--- src/rtl/mem_stage.sv ---
// rtl/mem_stage.sv - memory pipeline stage with SRAM-like data port; optional MEM_LOAD_FWD_EN
module mem_stage (
  input  logic        clk,
  input  logic        resetn,
  input  logic        EX_to_MEM,
  input  logic [31:0] ex_pc,
  input  logic        ex_gr_we,
  input  logic [4:0]  ex_rf_waddr,
  input  logic        ex_res_from_mem,
  input  logic        ex_mem_we,
  input  logic [4:0]  ex_ld_op,
  input  logic [2:0]  ex_st_op,
  input  logic [31:0] ex_addr,
  input  logic [31:0] ex_wdata,
  input  logic [31:0] ex_result,
  input  logic [14:0] ex_except,
  output logic        MEM_allowin,
  output logic        MEM_to_WB,
  input  logic        WB_allowin,
  output logic [31:0] wb_pc,
  output logic        wb_gr_we,
  output logic [4:0]  wb_rf_waddr,
  output logic [31:0] wb_rf_wdata,
  output logic [14:0] wb_except,
  output logic        front_valid,
  output logic [4:0]  front_addr,
  output logic [31:0] front_data,
  output logic        MEM_is_load,
  output logic        data_sram_req,
  output logic        data_sram_wr,
  output logic [1:0]  data_sram_size,
  output logic [31:0] data_sram_addr,
  output logic [3:0]  data_sram_wstrb,
  output logic [31:0] data_sram_wdata,
  input  logic        data_sram_addr_ok,
  input  logic        data_sram_data_ok,
  input  logic [31:0] data_sram_rdata,
  input  logic        flush
);

  typedef enum logic [2:0] {S_IDLE, S_REQ, S_WAIT, S_DONE, S_CANCEL} state_t;

  state_t      r_state;
  logic        r_valid;
  logic [31:0] r_pc;
  logic        r_gr_we;
  logic [4:0]  r_rf_waddr;
  logic        r_res_from_mem;
  logic        r_mem_we;
  logic [4:0]  r_ld_op;
  logic [2:0]  r_st_op;
  logic [31:0] r_addr;
  logic [31:0] r_wdata;
  logic [31:0] r_result;
  logic [14:0] r_except;
  logic [31:0] r_rdata;

  logic        w_latch;
  logic        w_go_req;
  logic        w_fwd_now;
  logic [31:0] w_wb_data;

  // Byte/halfword lane select by address offset; ld_op is one-hot {b,bu,h,hu,w}
  function automatic logic [31:0] load_extract(input logic [4:0] ld_op, input logic [1:0] off,
                                               input logic [31:0] rdata);
    logic [31:0] sh;
    sh = rdata >> {off, 3'b000};
    if (ld_op[4])      return {{24{sh[7]}}, sh[7:0]};
    else if (ld_op[3]) return {24'd0, sh[7:0]};
    else if (ld_op[2]) return {{16{sh[15]}}, sh[15:0]};
    else if (ld_op[1]) return {16'd0, sh[15:0]};
    else               return rdata;
  endfunction

  assign w_go_req    = (ex_res_from_mem | ex_mem_we) & (ex_except == 15'd0);
  assign MEM_to_WB   = r_valid & (r_state == S_DONE) & WB_allowin & ~flush;
  assign MEM_allowin = (~r_valid | MEM_to_WB) & (r_state != S_CANCEL);
  assign w_latch     = EX_to_MEM & MEM_allowin & ~flush;

  // A flush without a same-cycle address handshake withdraws the request immediately
  assign data_sram_req   = (r_state == S_REQ) & (~flush | data_sram_addr_ok);
  assign data_sram_wr    = r_mem_we;
  assign data_sram_addr  = r_addr;
  assign data_sram_size  = (r_ld_op[4] | r_ld_op[3] | r_st_op[2]) ? 2'd0 :
                           (r_ld_op[2] | r_ld_op[1] | r_st_op[1]) ? 2'd1 : 2'd2;
  assign data_sram_wstrb = ~r_mem_we  ? 4'b0000 :
                           r_st_op[2] ? (4'b0001 << r_addr[1:0]) :
                           r_st_op[1] ? (4'b0011 << r_addr[1:0]) : 4'b1111;
  assign data_sram_wdata = r_st_op[2] ? {4{r_wdata[7:0]}} :
                           r_st_op[1] ? {2{r_wdata[15:0]}} : r_wdata;

  assign w_wb_data   = r_res_from_mem ? load_extract(r_ld_op, r_addr[1:0], r_rdata) : r_result;
  assign wb_pc       = r_pc;
  assign wb_gr_we    = r_gr_we;
  assign wb_rf_waddr = r_rf_waddr;
  assign wb_rf_wdata = w_wb_data;
  assign wb_except   = r_except;

`ifdef MEM_LOAD_FWD_EN
  // Load result is visible to ID as soon as the response arrives
  assign w_fwd_now = r_valid & r_res_from_mem & (r_state == S_WAIT) & data_sram_data_ok & ~flush;
`else
  assign w_fwd_now = 1'b0;
`endif

  assign front_valid = r_valid & r_gr_we & ((r_state == S_DONE) | ~r_res_from_mem | w_fwd_now);
  assign front_addr  = r_rf_waddr;
  assign front_data  = w_fwd_now ? load_extract(r_ld_op, r_addr[1:0], data_sram_rdata) : w_wb_data;
  assign MEM_is_load = r_valid & r_res_from_mem & (r_state != S_DONE);

  // Stage FSM plus payload capture; a new op may enter in the same cycle DONE hands off
  always_ff @(posedge clk or negedge resetn) begin
    if (!resetn) begin
      r_state        <= S_IDLE;
      r_valid        <= 1'b0;
      r_pc           <= 32'd0;
      r_gr_we        <= 1'b0;
      r_rf_waddr     <= 5'd0;
      r_res_from_mem <= 1'b0;
      r_mem_we       <= 1'b0;
      r_ld_op        <= 5'd0;
      r_st_op        <= 3'd0;
      r_addr         <= 32'd0;
      r_wdata        <= 32'd0;
      r_result       <= 32'd0;
      r_except       <= 15'd0;
      r_rdata        <= 32'd0;
    end else if (w_latch) begin
      r_valid        <= 1'b1;
      r_state        <= w_go_req ? S_REQ : S_DONE;
      r_pc           <= ex_pc;
      r_gr_we        <= ex_gr_we;
      r_rf_waddr     <= ex_rf_waddr;
      r_res_from_mem <= ex_res_from_mem;
      r_mem_we       <= ex_mem_we;
      r_ld_op        <= ex_ld_op;
      r_st_op        <= ex_st_op;
      r_addr         <= ex_addr;
      r_wdata        <= ex_wdata;
      r_result       <= ex_result;
      r_except       <= ex_except;
    end else begin
      case (r_state)
        S_IDLE: r_valid <= 1'b0;
        S_REQ: begin
          if (flush) begin
            r_valid <= 1'b0;
            r_state <= data_sram_addr_ok ? S_CANCEL : S_IDLE;
          end else if (data_sram_addr_ok) begin
            r_state <= S_WAIT;
          end
        end
        S_WAIT: begin
          if (data_sram_data_ok) begin
            r_rdata <= data_sram_rdata;
            if (flush) begin
              r_valid <= 1'b0;
              r_state <= S_IDLE;
            end else begin
              r_state <= S_DONE;
            end
          end else if (flush) begin
            r_valid <= 1'b0;
            r_state <= S_CANCEL;
          end
        end
        S_DONE: begin
          if (flush || MEM_to_WB) begin
            r_valid <= 1'b0;
            r_state <= S_IDLE;
          end
        end
        S_CANCEL: if (data_sram_data_ok) r_state <= S_IDLE;
        default: begin
          r_valid <= 1'b0;
          r_state <= S_IDLE;
        end
      endcase
    end
  end

endmodule

--- config.mk ---
export PLATFORM = sky130hd
export DESIGN_NAME = mem_stage
export DESIGN_NICKNAME = d
export VERILOG_FILES = /design/src/rtl/mem_stage.sv
export SDC_FILE = /design/constraint.sdc
export NUM_CORES = 1
export LEC_CHECK = 0
export BUFFER_PORTS_ARGS = -buffer_cell sky130_fd_sc_hd__buf_2
export CORE_AREA = 2 2 179 181
export CTS_CLUSTER_SIZE = 40
export DETAILED_ROUTE_END_ITERATION = 7
export DIE_AREA = 0 0 181 183
export SLEW_MARGIN = 20
export SYNTH_ARGS = -nofsm -noshare
export SYNTH_HDL_FRONTEND = slang
export SYNTH_SLANG_ARGS = --single-unit
--- constraint.sdc ---
create_clock -name clk -period 3.2 [get_ports clk]
set_input_delay 0.48 -clock clk [delete_from_list [all_inputs] [get_ports clk]]
set_output_delay 0.48 -clock clk [all_outputs]
set_load 0.01 [all_outputs]
==> results.sh <==
export IMPL_status="finished, final reports clean"
export IMPL_grt_max_degree=149
export IMPL_irDropWorstVdd_v=0.000412
export IMPL_grt_usage=0.176
export IMPL_via_per_inst=4.50
export IMPL_reg2reg_depth=6
export IMPL_setup_viol=0
export IMPL_post_cts_buffers=0
export IMPL_worstReg2RegEnd="r_state[1]$_DFFE_PN0P_"
export IMPL_worstPathRequired_ps=2720
export IMPL_drc=0
export IMPL_endpoint_kind="output pin"
export IMPL_synth_edf_count=0
export IMPL_min_period_ps=2960
export IMPL_h_tree_depth=4
export IMPL_timing_fmax_ghz=0.338
export IMPL_rsz0062_at_grt="false"
export IMPL_grt_pass1_wl_mm=45.4
export IMPL_yosysWarnings=0
export IMPL_worstSetupPathType="flop to output pin"
export IMPL_fill_cells=3288
export IMPL_place_inst=1769
export IMPL_antenna_left=0
export IMPL_cellLeakagePower_uw=0.00650
export IMPL_die_h_um=183
export IMPL_rows=65
export IMPL_wl_per_cell_um=16.5
export IMPL_ys_types=42
export IMPL_synth_ff_type="dfrtp_1"
export IMPL_fin_tns_setup_ps=0
export IMPL_clock_latency_ps=440
export IMPL_grt_pass1_vias=8092
export IMPL_drtPass1Iterations=4
export IMPL_place_hpwl_mm=21.4
export IMPL_finalWeightedCongestion=0.809
export IMPL_cts_tree="built"
export IMPL_skew_ps=11.4
export IMPL_cap_violations=0
export IMPL_die_x_um=181
export IMPL_drive_above_1_share=0.360
export IMPL_r2r_start="r_state[2]$_DFFE_PN0P_"
export IMPL_period_share=0.926
export IMPL_finalHoldViolCount=0
export IMPL_syn_inst=1058
export IMPL_p_total_uw=13000
export IMPL_multi_input_area_sq_um=3770
export IMPL_reg2reg_setup_slack_ps=770
export IMPL_fp_coreArea_sq_um=31200
export IMPL_cts_buffers=17
export IMPL_clock_root_buffer="clkbuf_16"
export IMPL_power_density_nw_per_um2=1090
export IMPL_cp_arrival_ps=2480
export IMPL_die_area_sq_um=33100
export IMPL_drt_wl_total_mm=29.8
export IMPL_clock_sinks=193
export IMPL_antenna_found_initial=7
export IMPL_ys_seq_area_frac=0.521
export IMPL_register_area_sq_um=4830
export IMPL_start_kind="flop"
export IMPL_slew_violations=0
export IMPL_globalRoute_totalOverflow=0
export IMPL_synthArstFlopShare=1.00
export IMPL_vias=8130
export IMPL_ios=396
export IMPL_crit_fanout=9
export IMPL_tightest_slew_ps=833
export IMPL_cts_resized=0
export IMPL_ctsHoldBuffers=0
export IMPL_syn_area_per_cell_sq_um=8.76
export IMPL_final_cells=1805
export IMPL_netlist_area_sq_um=9270
export IMPL_fin_nets=1588
export IMPL_dr_first_iter_drc_count=338
export IMPL_area_growth_pct=28.6
export IMPL_io_buffers=393
export IMPL_initial_core_util=0.297
export IMPL_hold_class="input port to async pin"
export IMPL_clockBufferDepth=2
export IMPL_clk_pin_slew_ps=80
export IMPL_synth_nets=1260
export IMPL_maxSlewHeadroom=0.445
export IMPL_yosys_register_bits=193
==> Yosys cell counts, types with 6 or more instances <==
library cell,n,share of area
a21oi_1,35,0.019
mux2_4,30,0.049
a22oi_1,7,0.0057
a31oi_1,6,0.0040
mux2i_1,11,0.012
o21a_1,8,0.0065
buf_4,45,0.036
inv_1,14,0.0057
buf_2,29,0.016
mux2_2,17,0.021
o22a_1,9,0.0085
a211oi_1,7,0.0057
o21ai_0,43,0.023
nor3_1,10,0.0054
clkbuf_1,23,0.0093
dfrtp_1,193,0.52
nor2_1,48,0.019
nand2_1,483,0.20
==> state kept, by name, indices dropped and copies added (netlist names) <==
name and count:
data_sram_wr 1, r_state 3, r_valid 1, r_st_op 2
r_rdata 32, wb_pc 32, wb_except 15, r_result 32
data_sram_addr 32, r_wdata 32, wb_gr_we 1, front_addr 5
r_ld_op 4, r_res_from_mem 1
==> final cells by class <==
class / count / area share
antenna: 4 / 0.000840
clock buffer: 17 / 0.0357
clock inverter: 15 / 0.0107
inverter: 16 / 0.00504
multi-input combinational: 744 / 0.316
sequential: 193 / 0.405
tap: 402 / 0.0422
timing repair buffer: 414 / 0.184
==> placed cells by master (no fill, tap or decap), types with 2 or more instances in the layout <==
master and instances:
buf_4 16, inv_8 3, nor3_1 8, o21ai_0 43
nor4_1 4, o21a_1 8, nand2_1 483, clkinv_1 2
a211oi_1 7, ha_1 4, o22a_1 9, mux2i_1 11
mux2_4 30, clkinv_2 2, a21oi_1 35, buf_2 392
clkinvlp_4 3, inv_1 14, dfrtp_1 192, mux2_2 17
o22ai_1 2, nor2_1 48, nor2b_1 2, diode_2 4
clkinv_4 5, inv_6 2, buf_12 5, a31oi_1 5
nor3_2 2, clkbuf_16 17, a22oi_1 7
==> critical path: stages, from the launching register on <==
cell and delay (ps):
dfrtp_1 410, nor2_1 460, nand2_1 210, o21ai_1 380
a21oi_1 200, a21oi_1 220, buf_2 160
==> cell families after synthesis <==
group,count (synthesis),synth area share
AO/OA/AOI/OAI,125,0.0820
adder cells (fa/ha/maj),4,0.00540
AND/OR/NAND/NOR,556,0.233
multiplexers,59,0.0835
flip-flops,193,0.521
buffers and inverters,121,0.0752
==> how the worst max path moves through the flow <==
stage               slack [ps]                          start  depth (start not counted)               to
floorplan                  530  data_sram_addr[1]$_DFFE_PN0P_                          7  wb_rf_wdata[21]
global placement           730         r_ld_op[4]$_DFFE_PN0P_                          6    front_data[0]
detailed placement         690  data_sram_addr[1]$_DFFE_PN0P_                          8  wb_rf_wdata[13]
CTS                        200  data_sram_addr[1]$_DFFE_PN0P_                          8   front_data[13]
global route                30         r_ld_op[4]$_DFFE_PN0P_                          6   wb_rf_wdata[5]
finish                     240         r_ld_op[4]$_DFFE_PN0P_                          6    front_data[0]
==> metal layers <==
layer | routed length, um | GRT usage
met1 | 13400 | 0.232
met2 | 14100 | 0.287
met3 | 1850 | 0.0488
met4 | 333 | 0.0452
met5 | 33 | 0
==> power breakdown <==
group	leakage, uW	internal (uW)	switching (uW)
clock	0.000266	1020	1060
combinational	0.00384	2670	3760
sequential	0.00239	3590	880
total	0.00650	7290	5700
==> metrics by stage <==
step,util,hold slack (ps),cell area (sq um),setup slack (ps)
after floorplan,-,184,9270,531
after global placement,0.364,454,11400,733
after detailed placement,0.364,456,11400,690
after CTS,0.381,80.5,11900,198
after global routing,0.382,102,11900,27.4
final,0.382,66.9,11900,238
(Power assumes the default switching activity.)
